File: src/rtl/eth_tx_arbiter.sv
// Two-sink Avalon-ST arbiter with packet-atomic grants and fair tie-break; one output register (1 cycle transfer-to-out_valid).
// Backpressure: the granted sink sees ready only while the output register is empty or draining; the other sink is held off.
module eth_tx_arbiter #(
  parameter int DATA_W  = 512,
  parameter int EMPTY_W = 6
) (
  input  logic               clk,
  input  logic               rst,
  input  logic [DATA_W-1:0]  in0_data,
  input  logic               in0_valid,
  input  logic               in0_sop,
  input  logic               in0_eop,
  input  logic [EMPTY_W-1:0] in0_empty,
  output logic               in0_ready,
  input  logic [DATA_W-1:0]  in1_data,
  input  logic               in1_valid,
  input  logic               in1_sop,
  input  logic               in1_eop,
  input  logic [EMPTY_W-1:0] in1_empty,
  output logic               in1_ready,
  output logic [DATA_W-1:0]  out_data,
  output logic               out_valid,
  output logic               out_sop,
  output logic               out_eop,
  output logic [EMPTY_W-1:0] out_empty,
  input  logic               out_ready,
  output logic [31:0]        pkt_cnt0,
  output logic [31:0]        pkt_cnt1,
  output logic               proto_err
);

  typedef enum logic [1:0] {IDLE, GRANT0, GRANT1} state_t;

  state_t state;
  logic   last_grant;
  logic   first_beat;

  logic               out_free;
  logic               xfer0;
  logic               xfer1;
  logic               xfer;
  logic [DATA_W-1:0]  sel_data;
  logic               sel_sop;
  logic               sel_eop;
  logic [EMPTY_W-1:0] sel_empty;

  assign out_free  = !out_valid || out_ready;
  assign in0_ready = (state == GRANT0) && out_free;
  assign in1_ready = (state == GRANT1) && out_free;
  assign xfer0     = in0_valid && in0_ready;
  assign xfer1     = in1_valid && in1_ready;
  assign xfer      = xfer0 || xfer1;

  assign sel_data  = (state == GRANT1) ? in1_data  : in0_data;
  assign sel_sop   = (state == GRANT1) ? in1_sop   : in0_sop;
  assign sel_eop   = (state == GRANT1) ? in1_eop   : in0_eop;
  assign sel_empty = (state == GRANT1) ? in1_empty : in0_empty;

  always_ff @(posedge clk or posedge rst) begin
    if (rst) begin
      state      <= IDLE;
      last_grant <= 1'b1;
      first_beat <= 1'b1;
      out_valid  <= 1'b0;
      out_sop    <= 1'b0;
      out_eop    <= 1'b0;
      out_data   <= '0;
      out_empty  <= '0;
      pkt_cnt0   <= 32'd0;
      pkt_cnt1   <= 32'd0;
      proto_err  <= 1'b0;
    end else begin
      if (xfer) begin
        out_valid  <= 1'b1;
        out_data   <= sel_data;
        out_sop    <= sel_sop;
        out_eop    <= sel_eop;
        out_empty  <= sel_empty;
        first_beat <= sel_eop;
        if (first_beat && !sel_sop) proto_err <= 1'b1;
      end else if (out_ready) begin
        out_valid <= 1'b0;
      end

      if (xfer0 && in0_eop) pkt_cnt0 <= pkt_cnt0 + 32'd1;
      if (xfer1 && in1_eop) pkt_cnt1 <= pkt_cnt1 + 32'd1;

      // Between packets (first_beat set) the grant is re-arbitrated: hand off if the
      // other side waits, fall back to IDLE once the owner has nothing more to send.
      case (state)
        IDLE: begin
          if (in0_valid && (!in1_valid || last_grant)) begin
            state      <= GRANT0;
            last_grant <= 1'b0;
            first_beat <= 1'b1;
          end else if (in1_valid) begin
            state      <= GRANT1;
            last_grant <= 1'b1;
            first_beat <= 1'b1;
          end
        end
        GRANT0: begin
          if (xfer0 && in0_eop) begin
            if (in1_valid) begin
              state      <= GRANT1;
              last_grant <= 1'b1;
            end
          end else if (first_beat && !xfer0) begin
            if (in1_valid) begin
              state      <= GRANT1;
              last_grant <= 1'b1;
            end else if (!in0_valid) begin
              state <= IDLE;
            end
          end
        end
        GRANT1: begin
          if (xfer1 && in1_eop) begin
            if (in0_valid) begin
              state      <= GRANT0;
              last_grant <= 1'b0;
            end
          end else if (first_beat && !xfer1) begin
            if (in0_valid) begin
              state      <= GRANT0;
              last_grant <= 1'b0;
            end else if (!in1_valid) begin
              state <= IDLE;
            end
          end
        end
        default: state <= IDLE;
      endcase
    end
  end

endmodule

File: config.mk
export PLATFORM = sky130hd
export DESIGN_NAME = eth_tx_arbiter
export DESIGN_NICKNAME = d
export VERILOG_FILES = /design/src/rtl/eth_tx_arbiter.sv
export SDC_FILE = /design/constraint.sdc
export NUM_CORES = 2
export LEC_CHECK = 0
export ABC_AREA = 1
export CAP_MARGIN = 20
export CORE_AREA = 3 3 638 640
export CTS_BUF_LIST = sky130_fd_sc_hd__clkbuf_2 sky130_fd_sc_hd__clkbuf_4 sky130_fd_sc_hd__clkbuf_8
export DETAILED_ROUTE_END_ITERATION = 8
export DIE_AREA = 0 0 641 643
export GPL_TIMING_DRIVEN = 0
export HOLD_SLACK_MARGIN = 0.02
export PLACE_DENSITY = 0.3
export SLEW_MARGIN = 20
export SYNTH_ARGS = -nofsm -noshare
export SYNTH_HDL_FRONTEND = slang
export SYNTH_SLANG_ARGS = --single-unit
export TNS_END_PERCENT = 50
File: constraint.sdc
create_clock -name clk -period 43.4 [get_ports clk]
set_input_delay 10.85 -clock clk [delete_from_list [all_inputs] [get_ports clk]]
set_output_delay 10.85 -clock clk [all_outputs]
set_load 0.05 [all_outputs]
After elaboration in Yosys (flattened, before gate mapping)
Cells that the tools add are included.
{"block": "totals", "reg_bits": 590, "out_inout_bits": 588, "word_cells": 74}
{"block": "classes", "n_addsub": 2, "eq_ne": 7, "muxes": 30, "n_reduce_logical": 24}
{"operator": "512-bit two-way mux", "n": 1}
{"operator": "32-bit by 1-bit adder with 32-bit output, second input constant", "n": 2}
{"operator": "2-bit two-way mux", "n": 11}
{"operator": "1-bit two-way mux", "n": 15}
{"operator": "1-bit logical AND", "n": 10}
{"operator": "6-bit two-way mux", "n": 1}
{"operator": "3-bit by 1-bit != test with 1-bit output, second input constant", "n": 2}
{"operator": "2-bit case mux with 3 select lines", "n": 1}
{"operator": "1-bit zero test", "n": 5}
{"operator": "5-bit AND reduction", "n": 1}
{"operator": "4-bit by 3-bit != test with 1-bit output, second input constant", "n": 1}
{"operator": "4-bit != test, second input constant", "n": 1}
{"operator": "1-bit logical OR", "n": 3}
{"operator": "3-bit != test, second input constant", "n": 1}
{"operator": "1-bit case mux with 3 select lines", "n": 1}
{"operator": "3-bit AND reduction", "n": 1}
{"operator": "3-bit nonzero test", "n": 1}
{"operator": "2-bit by 1-bit == test with 1-bit output, second input constant", "n": 1}
{"operator": "2-bit == test, second input constant", "n": 1}
{"operator": "2-bit zero test", "n": 1}
{"operator": "2-bit AND reduction", "n": 1}
{"operator": "2-bit nonzero test", "n": 1}

Longest topological paths before layout
{"block": "logic_depth", "depth_word": 9, "ltp_mapped": 11, "ltp_nobuf": 10}

Worst setup path before layout
No wires, ideal clock.
{"block": "synth_path", "kind": "input-to-output", "start": "input out_ready", "end": "output in0_ready", "t_arrival_ns": 11.630, "required_ns": 32.550, "setup_slack_ns": 20.920, "path_stages": 2, "n_path_buf": 0, "cell_sequence": "inv_2 a21oi_1"}
{"block": "synth_via", "elab_chain_len": 2}
{"element": "from (decl)", "line_no": "26", "rtl": "input logic out_ready,"}
{"element": "1-bit logical OR", "line_no": "47", "rtl": "assign out_free = !out_valid || out_ready;"}
{"element": "1-bit logical AND", "line_no": "48", "rtl": "assign in0_ready = (state == GRANT0) && out_free;"}
{"element": "to (decl)", "line_no": "14", "rtl": "output logic in0_ready,"}
No other way between the ends.

Worst setup path in the final report
{"block": "layout_path", "start": "input out_ready", "end": "output in1_ready"}
{"block": "layout_via", "elab_chain_len": 2}
{"element": "1-bit logical OR", "line_no": "47"}
{"element": "1-bit logical AND", "line_no": "49", "rtl": "assign in1_ready = (state == GRANT1) && out_free;"}
{"element": "to (decl)", "line_no": "20", "rtl": "output logic in1_ready,"}
No other way between the ends.

==> flow_summary.yaml <==
status:
  status: "completed"
clocking:
  postCtsHoldBufs: 0
  clkSinkCount: 590
  cts_tree: "done"
  cts_buffer_depth: 4
  cts_resized: 0
  cts.clk_slew.worst_paths_ns: 0.04
  htreeDepth: 4
  clockRootBuffer: "clkbuf_8"
  clk-insertion-delay-late_ns: 1.01
  post_cts_buffers: 0
  cts_buffers: 149
setup_path:
  cp_max_fo: 6
  path_buf_inv: 4
  cp.depth: 6
  required_ns: 32.55
  crit_arrival_ns: 12.75
  crit_family: "buffers and inverters"
  slowest_stage: "clkdlybuf4s50_1"
  cp_cell_sequence: "clkdlybuf4s50_1 -> inv_2 -> nand2_2 -> nand2_1 -> inv_1 -> clkdlybuf4s50_1"
  critical_path_class: "in -> out"
  crit_top_cell: "clkdlybuf4s50_1"
  cp-end-kind: "output pin"
  cp-start-kind: "primary input"
  worstRegToRegCells: 8
  critPathMaxStageDelay_ns: 0.97
power_and_ir_drop:
  ir_worst_vdd_mv: 0.02585
  leakage_nw: 20.60
  p_seq_share_pct: 21.8
  comb_power_share_pct: 61.7
  power_per_cell_area_nw_per_um2: 88.58
  p_clk_share_pct: 16.4
  switching_share_pct: 58.40
  p_int_mw: 1.980
  power.switching_mw: 2.779
floorplanning:
  chipWidth_um: 641
  row_count: 233
  pin_count: 1633
  core_um2: 402000
  start_util_pct: 6.841
  die_area_um2: 412200
  die_h_um: 643
sta:
  drv_slew: 0
  fin_crit_sh_pct: 54.37
  tightest_slew_ns: 1.230
  final-hold-violation-count: 0
  fmax_ghz: 0.04238
  skew_ns: 0.08329
  period_minus_slack_ns: 23.60
  rsz0062_at_grt: "no"
  fin_hold_ws_ns: 0.4658
  setup-violations-final: 0
  fin_ws_ns: 19.80
  setup_tns_ns: 0
  max_slew_margin_pct: 17.77
synthesis:
  ys_warn_count: 0
  yosys.area.top_type: "dfrtp_1"
  yosysSeqAreaShare_pct: 53.69
  avgSynthCellArea_um2: 8.016
  synthArstFlopShare_pct: 100.0
  synth-seq-cells: 590
  synthDistinctLibCells: 30
  ys.flop_type: "dfrtp_1"
  synth.area.top_cells: "dfrtp_1 (54%), nand2_1 (17%), a31oi_1 (12%)"
  postSynthCellCount: 3431
  synth_area_um2: 27500
  netlist.area_leader.share_pct: 53.50
  synth-edff-count: 0
  syn_nets: 4482
route:
  drtIter0Drc: 2145
  antenna_left: 0
  vias: 33630
  dr.pass1.iters: 5
  vias_per_cell: 3.154
  route.detailed.drc: 0
  wirelength_um: 339700
  post_drt_wl_per_cell_um: 31.86
job:
  drv_cap: 0
worst_hold_path:
  holdPathStages: 1
  min-delay-path-class: "reg -> reg"
global_route:
  grt_antenna_before_repair: 112
  grt_pass1_wl_um: 417600
  grt_pass1_vias: 35420
  overflow: 0
  grt_usage_pct: 15.89
  grt_max_degree: 85
final_layout:
  layout-drive-gt1-share_pct: 8.714
  stdcell_area_um2: 53720
  nFillCells: 46210
  nets: 6272
  area_growth_pct: 95.32
placement:
  place_worst_setup_slack_ns: 19.72
  hpwl_um: 299600
  port_buffers: 1630
  gp_congestion: 0.9197
  placed_area_um2: 50530
==> cell families (layout without fill, tap and decap cells) <==
logic type      after synthesis  after routing  synth area share, %
other cells                   0             50                    0
simple gates               1967           1967                27.42
xor+xnor                     38             38                1.210
fa+ha+maj                     6              6               0.2730
buf+inv                     292           2186                5.182
flops                       590            590                53.69
compound gates              538            538                12.22
==> worst register-to-register path, delay by kind of cell, from the launching register on <==
| kind | cells | cell delay, ns |
|---|---|---|
| flip-flops | 1 | 0.42 |
| AO/OA/AOI/OAI | 1 | 0.21 |
| adder cells (fa/ha/maj) | 1 | 0.33 |
| buffers and inverters | 4 | 1.78 |
| AND/OR/NAND/NOR | 2 | 0.53 |
==> synth_stat cells, types with 2 or more instances <==
library cell	n
inv_2	4
o21bai_1	2
buf_4	14
nand2_2	2
inv_1	52
clkbuf_1	101
nor2_2	4
nand3_1	26
o21ai_0	8
nor2_1	626
nand4_1	6
nor3_1	12
dfrtp_1	588
nand4_4	2
a31oi_1	519
buf_2	94
a21oi_1	4
nand3b_1	10
ha_1	6
dfstp_2	2
nand2_1	1278
a21boi_0	3
xor2_1	26
buf_6	21
buf_1	5
xnor2_1	12
==> stage by stage <==
stage	instances	total power, mW	util, %
6_report	10660	4.758	13.36
5_1_grt	10650	5.031	13.35
4_1_cts	10610	4.895	13.35
3_5_place_dp	10360	4.062	12.57
3_3_place_gp	10350	4.082	12.54
2_1_floorplan	3431	2.393	-
==> routing by layer <==
metal | wire (µm) | vias to the layer above | global-route usage [%]
li1 | - | 14990 | -
met4 | 9086 | 58 | 3.892
met3 | 51940 | 375 | 10.70
met5 | 376 | - | 0
met1 | 116800 | 16640 | 15.92
met2 | 161500 | 1569 | 26.88
==> layout by cell type (no fill, tap or decap), types with 9 or more instances in the layout <==
cell type        instances
clkdlybuf4s50_1       1582
nand2_1               1278
nor2_1                 626
dfrtp_1                588
a31oi_1                519
clkbuf_8               179
buf_2                  140
clkbuf_1                95
inv_1                   51
diode_2                 50
clkbuf_4                41
nand3_1                 26
xor2_1                  26
buf_6                   21
clkinv_2                18
buf_4                   14
nor3_1                  12
xnor2_1                 12
nand3b_1                10
clkbuf_2                 9
==> flip-flops by register name, indices dropped and copies added (netlist names) <==
signal	count
out_eop	1
state	2
proto_err	1
pkt_cnt1	32
out_empty	6
out_data	512
first_beat	1
out_sop	1
pkt_cnt0	32
out_valid	1
last_grant	1
==> cell type report <==
cell class	instances	area [µm²]	area share, %
Clock inverter	35	372.9	0.6941
Antenna cell	50	125.1	0.2329
Tap cell	5287	6615	12.31
Sequential cell	590	14770	27.49
Buffer	236	1222	2.276
Timing Repair Buffer	1639	16320	30.37
Clock buffer	220	2771	5.159
Multi-Input combinational cell	2549	11310	21.05
Inverter	56	217.7	0.4053
==> worst paths after layout <==
check                      slack, ns       from            end
max in group asynchronous      31.11        rst   pkt_cnt0[13]
min in group asynchronous      10.40        rst  out_data[232]
setup / recovery               19.80  out_ready      in1_ready
hold / removal                  0.47  proto_err      proto_err
setup reg to reg               39.96   state[1]   out_data[12]
hold reg to reg                 0.47  proto_err      proto_err
==> power by group through the flow <==
| stage | registers, mW | logic, mW | clock network [mW] |
|---|---|---|---|
| 3_5_place_dp | 1.06 | 3.00 | 0 |
| 2_1_floorplan | 1.80 | 0.594 | 0 |
| 6_report | 1.04 | 2.94 | 0.781 |
| 5_1_grt | 1.07 | 3.12 | 0.837 |
| 4_1_cts | 1.06 | 3.01 | 0.822 |
| 3_3_place_gp | 1.06 | 3.02 | 0 |
Note: power is estimated with default switching activity, not from simulation.
